==> src/rtl/hydra_axis_rr_arbiter.sv <==
// Round-robin N-to-1 hydra_axis arbiter with packet locking and a registered output stage.
// Per-port bus layout (62 bits): {data[31:0], keep[3:0], last, id[7:0], dest[7:0], user[7:0], tvalid}.
module hydra_axis_rr_arbiter #(
  parameter int NUM_REQ = 4,
  parameter int TAG_ID  = 1,
  localparam int IDXW   = $clog2(NUM_REQ)
) (
  input  logic                  clk,
  input  logic                  rst,
  input  logic [NUM_REQ*62-1:0] s_axis_req_i,
  output logic [NUM_REQ-1:0]    s_axis_resp_o,
  output logic [61:0]           m_axis_req_o,
  input  logic                  m_axis_resp_i,
  output logic [NUM_REQ-1:0]    grant_o,
  output logic                  locked_o
);

  localparam int BUSW = 62;
  localparam int TW   = 61;

  localparam logic [0:0] ST_IDLE   = 1'b0;
  localparam logic [0:0] ST_LOCKED = 1'b1;

  logic [0:0]      r_state;
  logic [IDXW-1:0] r_rr_ptr;
  logic [IDXW-1:0] r_owner;
  logic            r_out_valid;
  logic [TW-1:0]   r_out_t;

  logic [NUM_REQ-1:0] w_valid;
  logic [TW-1:0]      w_t [NUM_REQ];
  logic               w_space;
  logic               w_found;
  logic [IDXW-1:0]    w_winner;
  logic [IDXW-1:0]    w_sel;
  logic [IDXW-1:0]    w_sel_next;
  logic               w_sel_valid;
  logic               w_gnt_any;
  logic               w_accept;
  logic [TW-1:0]      w_beat;

  genvar gi;
  for (gi = 0; gi < NUM_REQ; gi++) begin : g_unpack
    assign w_valid[gi] = s_axis_req_i[gi*BUSW];
    assign w_t[gi]     = s_axis_req_i[gi*BUSW+1 +: TW];
  end

  assign w_space = !r_out_valid || m_axis_resp_i;

  // First valid requester at or after the round-robin pointer, modulo NUM_REQ.
  always_comb begin : p_scan
    logic [IDXW:0] v_sum;
    w_found  = 1'b0;
    w_winner = '0;
    v_sum    = '0;
    for (int k = 0; k < NUM_REQ; k++) begin
      v_sum = {1'b0, r_rr_ptr} + (IDXW+1)'(k);
      if (v_sum >= (IDXW+1)'(NUM_REQ)) begin
        v_sum = v_sum - (IDXW+1)'(NUM_REQ);
      end
      if (!w_found && w_valid[v_sum[IDXW-1:0]]) begin
        w_found  = 1'b1;
        w_winner = v_sum[IDXW-1:0];
      end
    end
  end

  assign w_sel       = (r_state == ST_LOCKED) ? r_owner : w_winner;
  assign w_sel_valid = (r_state == ST_LOCKED) ? w_valid[w_sel] : w_found;
  assign w_gnt_any   = !rst && ((r_state == ST_LOCKED) || w_found);
  assign w_accept    = w_gnt_any && w_sel_valid && w_space;
  assign w_sel_next  = (w_sel == IDXW'(NUM_REQ - 1)) ? '0 : w_sel + IDXW'(1);

  always_comb begin
    w_beat = w_t[w_sel];
    if (TAG_ID != 0) begin
      w_beat[23:16] = 8'(w_sel);
    end
  end

  for (gi = 0; gi < NUM_REQ; gi++) begin : g_grant
    assign grant_o[gi]       = w_gnt_any && (w_sel == IDXW'(gi));
    assign s_axis_resp_o[gi] = grant_o[gi] && w_space;
  end

  always_ff @(posedge clk) begin
    if (rst) begin
      r_state     <= ST_IDLE;
      r_rr_ptr    <= '0;
      r_owner     <= '0;
      r_out_valid <= 1'b0;
      r_out_t     <= '0;
    end else begin
      if (w_accept) begin
        r_out_t     <= w_beat;
        r_out_valid <= 1'b1;
        if (w_beat[24]) begin
          r_state  <= ST_IDLE;
          r_rr_ptr <= w_sel_next;
        end else begin
          r_state <= ST_LOCKED;
          r_owner <= w_sel;
        end
      end else if (r_out_valid && m_axis_resp_i) begin
        r_out_valid <= 1'b0;
      end
    end
  end

  assign m_axis_req_o = {r_out_t, r_out_valid};
  assign locked_o     = (r_state == ST_LOCKED);

endmodule

==> config.mk <==
export PLATFORM = sky130hd
export DESIGN_NAME = hydra_axis_rr_arbiter
export DESIGN_NICKNAME = d
export VERILOG_FILES = /design/src/rtl/hydra_axis_rr_arbiter.sv
export SDC_FILE = /design/constraint.sdc
export NUM_CORES = 1
export LEC_CHECK = 0
export BUFFER_PORTS_ARGS = -buffer_cell sky130_fd_sc_hd__buf_2
export CAP_MARGIN = 30
export CORE_AREA = 3 3 126 128
export CTS_CLUSTER_SIZE = 28
export DETAILED_ROUTE_END_ITERATION = 10
export DIE_AREA = 0 0 129 131
export PLACE_DENSITY = 0.62
export SKIP_CTS_REPAIR_TIMING = 1
export SLEW_MARGIN = 25
export SYNTH_ARGS = -nofsm -noshare
export SYNTH_HDL_FRONTEND = slang
export SYNTH_SLANG_ARGS = --single-unit
==> constraint.sdc <==
create_clock -name clk -period 2.16 [get_ports clk]
set_clock_uncertainty 0.15 [all_clocks]
set_input_delay 0.324 -clock clk [delete_from_list [all_inputs] [get_ports clk]]
set_output_delay 0.324 -clock clk [all_outputs]
set_load 0.005 [all_outputs]
==> results.yml <==
run_status:
  status: "finished, violations left"
  violations: "setup timing"
place:
  portBuffers: 283
  gp_congestion: 0.790
  placed_area_sq_mm: 0.00603
  dp_hpwl_microns: 11300
setup_path:
  worstSetupPathType: "flop to output port"
  worst-endpoint-arrival_ns: 2.03
  cp-end-kind: "output port"
  worst-path-max-fanout: 4
  required_ns: 1.69
  start_kind: "flop"
synth:
  ys_seq_area_share_pct: 28.5
  synth_top_area_share_pct: 28.5
  syn_area_sq_mm: 0.00429
  avgSynthCellArea_sq_um: 6.89
  ys_ff_latch: 61
  async_flop_share_pct: 0
  synth_cells: 622
  synthFlopType: "dfxtp_1"
  ys_warn_count: 0
  synth.distinct_cells: 42
  synth_edf_count: 0
  synth_area_leaders: "dfxtp_1 (28%), nand2_1 (19%), nand3_1 (12%)"
  yosysTopAreaCell: "dfxtp_1"
final_layout:
  layout.nets: 1169
  final_common_cell: "buf_2"
  final_cell_mix: "buf_2 (282), nand2_1 (212), nand3_1 (105)"
  drive_gt1_share_pct: 44.0
  syn_to_final_growth_pct: 57.9
  postLayoutCellArea_sq_mm: 0.00677
  antennaDiodeCount: 0
global_route:
  grt_max_degree: 73
  grt_pass1_vias: 4698
  grt_pass1_wl_microns: 23300
  track_usage_pct: 17.3
  grt_overflow: 0
  antenna_found_initial: 0
floorplanning:
  coreArea_sq_mm: 0.0150
  die_h_microns: 131
  start_util_pct: 28.6
  ios: 322
  die_area_sq_mm: 0.0169
  die_w_microns: 129
  rows: 45
drt:
  vias: 5388
  routed_wl_microns: 17000
  dr.pass1.iters: 5
  avgRoutedWirePerCell_microns: 15.4
  viasPerCell: 4.87
  antenna_left: 0
  drt-initial-drc-count: 224
  drc_errors: 0
sta:
  tns_ns: -15.48
  fmax_mhz: 400
  setup_viol: 67
  fin_crit_sh_pct: 116
  slew_violations: 0
  setup_slack_ns: -0.342
  rsz0062_at_grt: "true"
  slew_headroom_pct: 52.0
  timing.hold.ws_ns: 0.180
  period_needed_ns: 2.50
  tightestPinTransition_ns: 0.720
  hold_viol_final: 0
clocking:
  root_buffer: "clkbuf_16"
  cts_tree: "done"
  htreeDepth: 3
  insertion_delay_ns: 0.33
  clk_path_buf_depth: 2
  cts_sinks: 61
  numCtsBuffers: 9
  cts.clk_slew.worst_paths_ns: 0.05
power_and_ir_drop:
  p_leak_nw: 3.38
  powerDensity_mw_per_mm2: 1300
  vdd_drop_max_mv: 0.791
hold_path:
  hp-class: "input port to flop"
run:
  cap_violations: 0
[flip-flops by register name, indices dropped and copies added, names as in the netlist]
signal / count
locked_o: 1
r_out_t: 55
r_out_valid: 1
r_owner: 2
r_rr_ptr: 2
[power by group]
group | internal [W] | total [W] | switching (W)
clock | 0.000797 | 0.00130 | 0.000498
combinational | 0.00268 | 0.00571 | 0.00303
sequential | 0.00158 | 0.00177 | 0.000188
[cell type report]
| class | count | area, sq um |
|---|---|---|
| Sequential cell | 61 | 1230 |
| Clock buffer | 13 | 250 |
| Fill cell | 1535 | 8210 |
| Tap cell | 188 | 235 |
| Clock inverter | 2 | 10.0 |
| Timing Repair Buffer | 340 | 2140 |
| Inverter | 8 | 35.0 |
| Multi-Input combinational cell | 494 | 2870 |
[critical path, cell delays in order (launching register included)]
cell	delay [ns]
dfxtp_2	0.35
inv_1	0.08
a211oi_1	0.32
o21ba_2	0.25
o21ai_4	0.10
buf_6	0.14
ha_1	0.19
and3_1	0.15
buf_2	0.12
[path summary, 6_finish.rpt]
| kind | start | to | slack, ns | depth (start not counted) |
|---|---|---|---|---|
| worst max-delay path | r_rr_ptr[1]$_SDFFE_PP0P_ | s_axis_resp_o[2] | -0.34 | 8 |
| worst min-delay path | s_axis_req_i[29] | r_out_t[28]$_SDFFE_PP0P_ | 0.18 | 4 |
| worst max register to register | r_rr_ptr[0]$_SDFFE_PP0P_ | r_rr_ptr[1]$_SDFFE_PP0P_ | -0.27 | 12 |
| worst min register to register | r_out_t[24]$_SDFFE_PP0P_ | r_out_t[24]$_SDFFE_PP0P_ | 0.34 | 2 |
[cell usage after synthesis, types with 2 or more instances]
library cell,number
nand2_1,212
nand3_1,105
o2111ai_1,2
and3_1,5
a31o_2,23
dfxtp_1,61
mux4_2,2
mux2i_1,5
o21ai_0,3
nor2_1,8
nor3b_1,52
ha_1,4
a211oi_1,3
clkbuf_1,27
nor4b_1,2
inv_1,6
and2_1,5
a21oi_1,2
a31o_1,31
buf_4,13
a31oi_1,2
buf_2,22
nand2b_1,7
inv_2,2
[logic make-up (layout without fill, tap and decap cells)]
group,after synthesis,in the layout,synth area share (%)
other,1,6,0.0875
buffers and inverters,72,363,8.26
multiplexers,8,8,2.57
adder cells (fa/ha/maj),4,4,1.17
AO/OA/AOI/OAI,74,74,14.8
AND/OR/NAND/NOR,402,402,44.7
flip-flops,61,61,28.5
[metrics by stage]
stage / util (%) / power (W) / worst slack, ns / instances
after global routing: 45.2 / 0.00958 / -0.430 / 1106
after global placement: 40.3 / 0.00692 / -0.238 / 1067
after CTS: 42.0 / 0.00826 / -0.539 / 1082
after floorplan: - / 0.00516 / -0.0338 / 627
after detailed placement: 40.3 / 0.00693 / -0.242 / 1067
final: 45.2 / 0.00877 / -0.342 / 1106
[routing by layer]
layer  routed length (microns)  track usage (%)  vias to the layer above
li1                          -                -                     2716
met1                      7140             20.7                     2450
met2                      8450             29.6                      208
met3                      1220             5.89                       14
met4                       191             4.94                        0
met5                         0                0                        -
No activity file was read; power rests on OpenSTA's default activity.
